**config.mk**
```make
export PLATFORM = sky130hd
export DESIGN_NAME = wb_stage
export DESIGN_NICKNAME = d
export VERILOG_FILES = /design/src/rtl/riscv_pkg.sv /design/src/rtl/load_extend.sv /design/src/rtl/wb_stage.sv
export SDC_FILE = /design/constraint.sdc
export NUM_CORES = 1
export LEC_CHECK = 0
export CAP_MARGIN = 20
export CORE_ASPECT_RATIO = 0.6
export CORE_MARGIN = 10
export CORE_UTILIZATION = 37
export DETAILED_ROUTE_END_ITERATION = 12
export GPL_ROUTABILITY_DRIVEN = 0
export HOLD_SLACK_MARGIN = 0.1
export PLACE_DENSITY = 0.86
export SYNTH_ARGS = -nofsm -noshare
export SYNTH_HDL_FRONTEND = slang
export SYNTH_SLANG_ARGS = --single-unit
```
**constraint.sdc**
```tcl
create_clock -name clk -period 1.4 [get_ports clk]
set_input_delay 0.14 -clock clk [delete_from_list [all_inputs] [get_ports clk]]
set_output_delay 0.14 -clock clk [all_outputs]
set_load 0.01 [all_outputs]
```
**src/rtl/riscv_pkg.sv**
```systemverilog
// Shared RISC-V pipeline definitions: writeback result select encoding and
// load funct3 codes, plus small extension helpers used by the load path.
package riscv_pkg;

   typedef enum logic [1:0] {
      WB_SEL_ALU  = 2'b00,
      WB_SEL_LOAD = 2'b01,
      WB_SEL_PC4  = 2'b10,
      WB_SEL_RSVD = 2'b11
   } wb_sel_e;

   localparam logic [2:0] F3_LB  = 3'b000;
   localparam logic [2:0] F3_LH  = 3'b001;
   localparam logic [2:0] F3_LW  = 3'b010;
   localparam logic [2:0] F3_LBU = 3'b100;
   localparam logic [2:0] F3_LHU = 3'b101;

   function automatic logic [31:0] ext_byte(input logic [7:0] b, input logic is_signed);
      return {{24{is_signed & b[7]}}, b};
   endfunction

   function automatic logic [31:0] ext_half(input logic [15:0] h, input logic is_signed);
      return {{16{is_signed & h[15]}}, h};
   endfunction

endpackage

```
**src/rtl/load_extend.sv**
```systemverilog
// Combinational load aligner/extender: picks a byte or halfword out of an
// aligned memory word and sign- or zero-extends it according to funct3.
module load_extend
   import riscv_pkg::*;
(
   input  logic [31:0] word,
   input  logic [1:0]  offset,
   input  logic [2:0]  funct3,
   output logic [31:0] value
);

   logic [7:0]  byte_lane [4];
   logic [15:0] half_lane [2];
   logic [7:0]  byte_sel;
   logic [15:0] half_sel;

   genvar gi;
   generate
      for (gi = 0; gi < 4; gi++) begin : g_byte_lane
         assign byte_lane[gi] = word[8*gi +: 8];
      end
      for (gi = 0; gi < 2; gi++) begin : g_half_lane
         assign half_lane[gi] = word[16*gi +: 16];
      end
   endgenerate

   // Halfword accesses use only offset[1]; a misaligned bit 0 is ignored.
   assign byte_sel = byte_lane[offset];
   assign half_sel = half_lane[offset[1]];

   always_comb begin
      value = word;
      case (funct3)
         F3_LB:   value = ext_byte(byte_sel, 1'b1);
         F3_LBU:  value = ext_byte(byte_sel, 1'b0);
         F3_LH:   value = ext_half(half_sel, 1'b1);
         F3_LHU:  value = ext_half(half_sel, 1'b0);
         F3_LW:   value = word;
         default: value = word;
      endcase
   end

endmodule

```
**src/rtl/wb_stage.sv**
```systemverilog
// Writeback pipeline stage: selects and extends the result, registers it for
// the register-file write port, and optionally counts retired instructions
// (retire counter present only when WB_RETIRE_COUNT_EN is defined).
module wb_stage
   import riscv_pkg::*;
#(
   parameter int CNT_W = 64
)
(
   input  logic             clk,
   input  logic             rst_n,
   input  logic             mem_valid,
   input  logic             mem_stall,
   input  logic             flush,
   input  logic             RegWrite_in,
   input  logic [4:0]       rd_in,
   input  logic [1:0]       wb_sel,
   input  logic [31:0]      alu_result,
   input  logic [31:0]      load_data,
   input  logic [2:0]       funct3,
   input  logic [31:0]      pc_plus4,
   output logic             RegWrite,
   output logic [4:0]       rd,
   output logic [31:0]      WriteData,
   output logic             wb_valid,
   output logic [CNT_W-1:0] retire_count
);

   logic [31:0] load_value;
   logic [31:0] result_next;
   logic        capture_next;

   logic        wb_valid_reg;
   logic        regwrite_reg;
   logic [4:0]  rd_reg;
   logic [31:0] data_reg;

   load_extend u_load_extend (
      .word   (load_data),
      .offset (alu_result[1:0]),
      .funct3 (funct3),
      .value  (load_value)
   );

   always_comb begin
      result_next = alu_result;
      case (wb_sel_e'(wb_sel))
         WB_SEL_ALU:  result_next = alu_result;
         WB_SEL_LOAD: result_next = load_value;
         WB_SEL_PC4:  result_next = pc_plus4;
         WB_SEL_RSVD: result_next = 32'h0;
      endcase
   end

   // Flush and stall both turn the incoming slot into a bubble; payload holds.
   assign capture_next = mem_valid & ~flush & ~mem_stall;

   always_ff @(posedge clk or negedge rst_n) begin
      if (!rst_n) begin
         wb_valid_reg <= 1'b0;
         regwrite_reg <= 1'b0;
         rd_reg       <= 5'd0;
         data_reg     <= 32'h0;
      end else begin
         wb_valid_reg <= capture_next;
         if (capture_next) begin
            regwrite_reg <= RegWrite_in;
            rd_reg       <= rd_in;
            data_reg     <= result_next;
         end
      end
   end

   assign wb_valid  = wb_valid_reg;
   assign rd        = rd_reg;
   assign WriteData = data_reg;
   // x0 is hardwired zero, so a write to it is suppressed here.
   assign RegWrite  = wb_valid_reg & regwrite_reg & (rd_reg != 5'd0);

`ifdef WB_RETIRE_COUNT_EN
   logic [CNT_W-1:0] retire_count_reg;

   always_ff @(posedge clk or negedge rst_n) begin
      if (!rst_n) begin
         retire_count_reg <= '0;
      end else if (wb_valid_reg) begin
         retire_count_reg <= retire_count_reg + CNT_W'(1);
      end
   end

   assign retire_count = retire_count_reg;
`else
   assign retire_count = '0;
`endif

endmodule
```
==> reports/qor.yml <==
final_layout:
  final_common_cell: "clkdlybuf4s50_1"
  stdcell_count: 698
  drive_above_1_share: 0.181
  fillers: 737
  n_antenna_cell: 0
  fin_util: 0.614
  fin_nets: 697
  largest_reg_flops: 32
  final_cell_mix: "clkdlybuf4s50_1, conb_1, buf_4, a21oi_1, dfrtp_1"
  area_delta_synth_final_pct: 60.2
  design_area_sq_um: 5250
pwr:
  p_leak_nw: 2.35
  power_density_nw_per_um2: 817
  pwr-share-seq: 0.336
  p_clk_frac: 0.259
  p_sw_frac: 0.314
  power.total_mw: 4.29
  power.internal_mw: 2.94
  vdd.ir_drop.worst_mv: 0.393
  p_comb_frac: 0.405
  p_sw_mw: 1.35
yosys:
  synthCells: 395
  synth_edf_count: 0
  synth_area_leaders: "dfrtp_1, buf_4, mux2i_1"
  synth_seq_cells: 39
  ys_types: 41
  syn-cell-area_sq_um: 3280
  syn_area_per_cell_sq_um: 8.30
  synth_seq_area_share: 0.298
  yosysWarnings: 0
  yosysTopAreaCell: "dfrtp_1"
  async_reset_ff_frac: 1.00
  synth_top_area_share: 0.298
  synth-main-ff-cell: "dfrtp_1"
clock_tree:
  cts_root_buffer: "clkbuf_16"
  worstSkewPairLatency_ps: 280
  clk_path_buf_depth: 2
  cts.sinks: 39
  clk_pin_slew_ps: 60
  h-tree-depth: 2
  cts_tree: "yes"
  numCtsBuffers: 5
routing:
  drt_iter0_drc: 337
  dr.pass1.iters: 4
  ant_nets: 0
  wl_per_cell_microns: 19.0
  vias_per_cell: 5.02
  wl_microns: 13300
  vias: 3506
  route.detailed.drc: 0
min_path:
  hold_depth: 3
  hp-class: "input pin to flip-flop"
  hold_start: "rd_in[4]"
  min_to: "rd[4]$_DFFE_PN0P_"
floorplanning:
  fp.dieH_microns: 92.9
  io_pins: 215
  dieArea_sq_um: 13200
  coreArea_sq_um: 8560
  fp.dieW_microns: 142
  initial_core_util: 0.383
  num_rows: 26
global_routing:
  first_global_vias: 3669
  grt_pass1_wl_microns: 19900
  grt-ovfl-total: 0
  antenna_found_initial: 0
  grt_max_degree: 50
  grt_usage: 0.187
timing:
  relSlewSlack: 0.632
  fin_ws_ps: -199
  rsz0062_at_grt: "yes"
  setup_tns_ps: -199
  max_freq_mhz: 625
  min_period_ps: 1600
  slew_viol_final: 0
  hold_ws_ps: 393
  tightestPinTransition_ps: 553
  fin_crit_sh: 1.14
  hold_viol: 0
  setup_viol_count_final: 1
  fin_skew_ps: 0
critical_path:
  crit_path_start_kind: "flip-flop"
  rr_startpoint: "rd[0]$_DFFE_PN0P_"
  reg2reg_depth: 4
  critical_path.startpoint: "rd[0]$_DFFE_PN0P_"
  criticalPathCategory: "flip-flop to primary output"
  r2r_end: "rd[0]$_DFFE_PN0P_"
  rrSetupSlack_ps: 580
  crit_fanout: 2
  crit_path_end_kind: "primary output"
  crit_arrival_ps: 1460
  required_ps: 1260
outcome:
  status: "complete, but fails checks"
  violations: "negative setup slack"
placed_design:
  dp.cells: 681
  io_buffers: 150
  dpl_worst_slack_ps: -652
  placed_area_sq_um: 5000
  post-dp-hpwl_microns: 10800
run:
  cap_violations: 0
## routing by layer
layer / part of all wire / track usage
met3: 0.082 / 0.0541
met4: 0.011 / 0.0424
met2: 0.50 / 0.322
met5: 0 / 0
met1: 0.41 / 0.225
## cell usage after synthesis (all sizes together), types with 2 or more instances
| cell | count |
|---|---|
| a221oi | 2 |
| o221ai | 4 |
| mux2i | 35 |
| a211oi | 5 |
| and2b | 2 |
| o311ai | 4 |
| o22ai | 4 |
| nor2 | 15 |
| o211ai | 16 |
| clkbuf | 19 |
| nand2b | 3 |
| nor3b | 3 |
| buf | 75 |
| a21oi | 42 |
| dfrtp | 39 |
| nand2 | 30 |
| nor2b | 4 |
| inv | 13 |
| o21ai | 32 |
| mux2 | 5 |
| nor3 | 23 |
| o221a | 7 |
## worst max path at each step
stage,endpoint,slack (ps)
floorplan,RegWrite,170
global placement,WriteData[4]$_DFFE_PN0P_,-570
detailed placement,WriteData[28]$_DFFE_PN0P_,-650
CTS,RegWrite,-220
global route,RegWrite,-240
finish,RegWrite,-200
## cells by family after synthesis
family / share of synthesized area
flip-flops: 0.298
AO/OA/AOI/OAI: 0.252
buffers and inverters: 0.202
AND/OR/NAND/NOR: 0.123
other: 0.00114
multiplexers: 0.124
## repair_timing
action | CTS | global route
cloned | 0 | 1
hold buffers | 1 | 0
resized for setup | 23 | 18
setup endpoints to repair | 37 | 30
pin swaps | 6 | 4
hold endpoints to repair | 39 | 0
setup buffers | 4 | 3
## cell type report
cell class	count	area (sq um)	area share
Inverter	13	48.8	0.00929
Tap cell	112	140	0.0267
Clock inverter	3	15.0	0.00286
Timing Repair Buffer	214	2020	0.385
Multi-Input combinational cell	312	1920	0.366
Sequential cell	39	976	0.186
Clock buffer	5	125	0.0238
## power groups by stage
stage / sequential [mW] / combinational (mW) / clock [mW]
5_1_grt: 1.47 / 1.87 / 1.19
6_report: 1.44 / 1.74 / 1.11
4_1_cts: 1.44 / 1.71 / 1.13
2_1_floorplan: 1.54 / 0.697 / 0
3_5_place_dp: 1.46 / 1.71 / 0
3_3_place_gp: 1.45 / 1.67 / 0
## worst max-delay path, cell delays in order, from the launching register on
cell and delay, ps:
dfrtp_1 370, or3_4 380, o311a_1 280, buf_2 140
(Power assumes the default switching activity.)
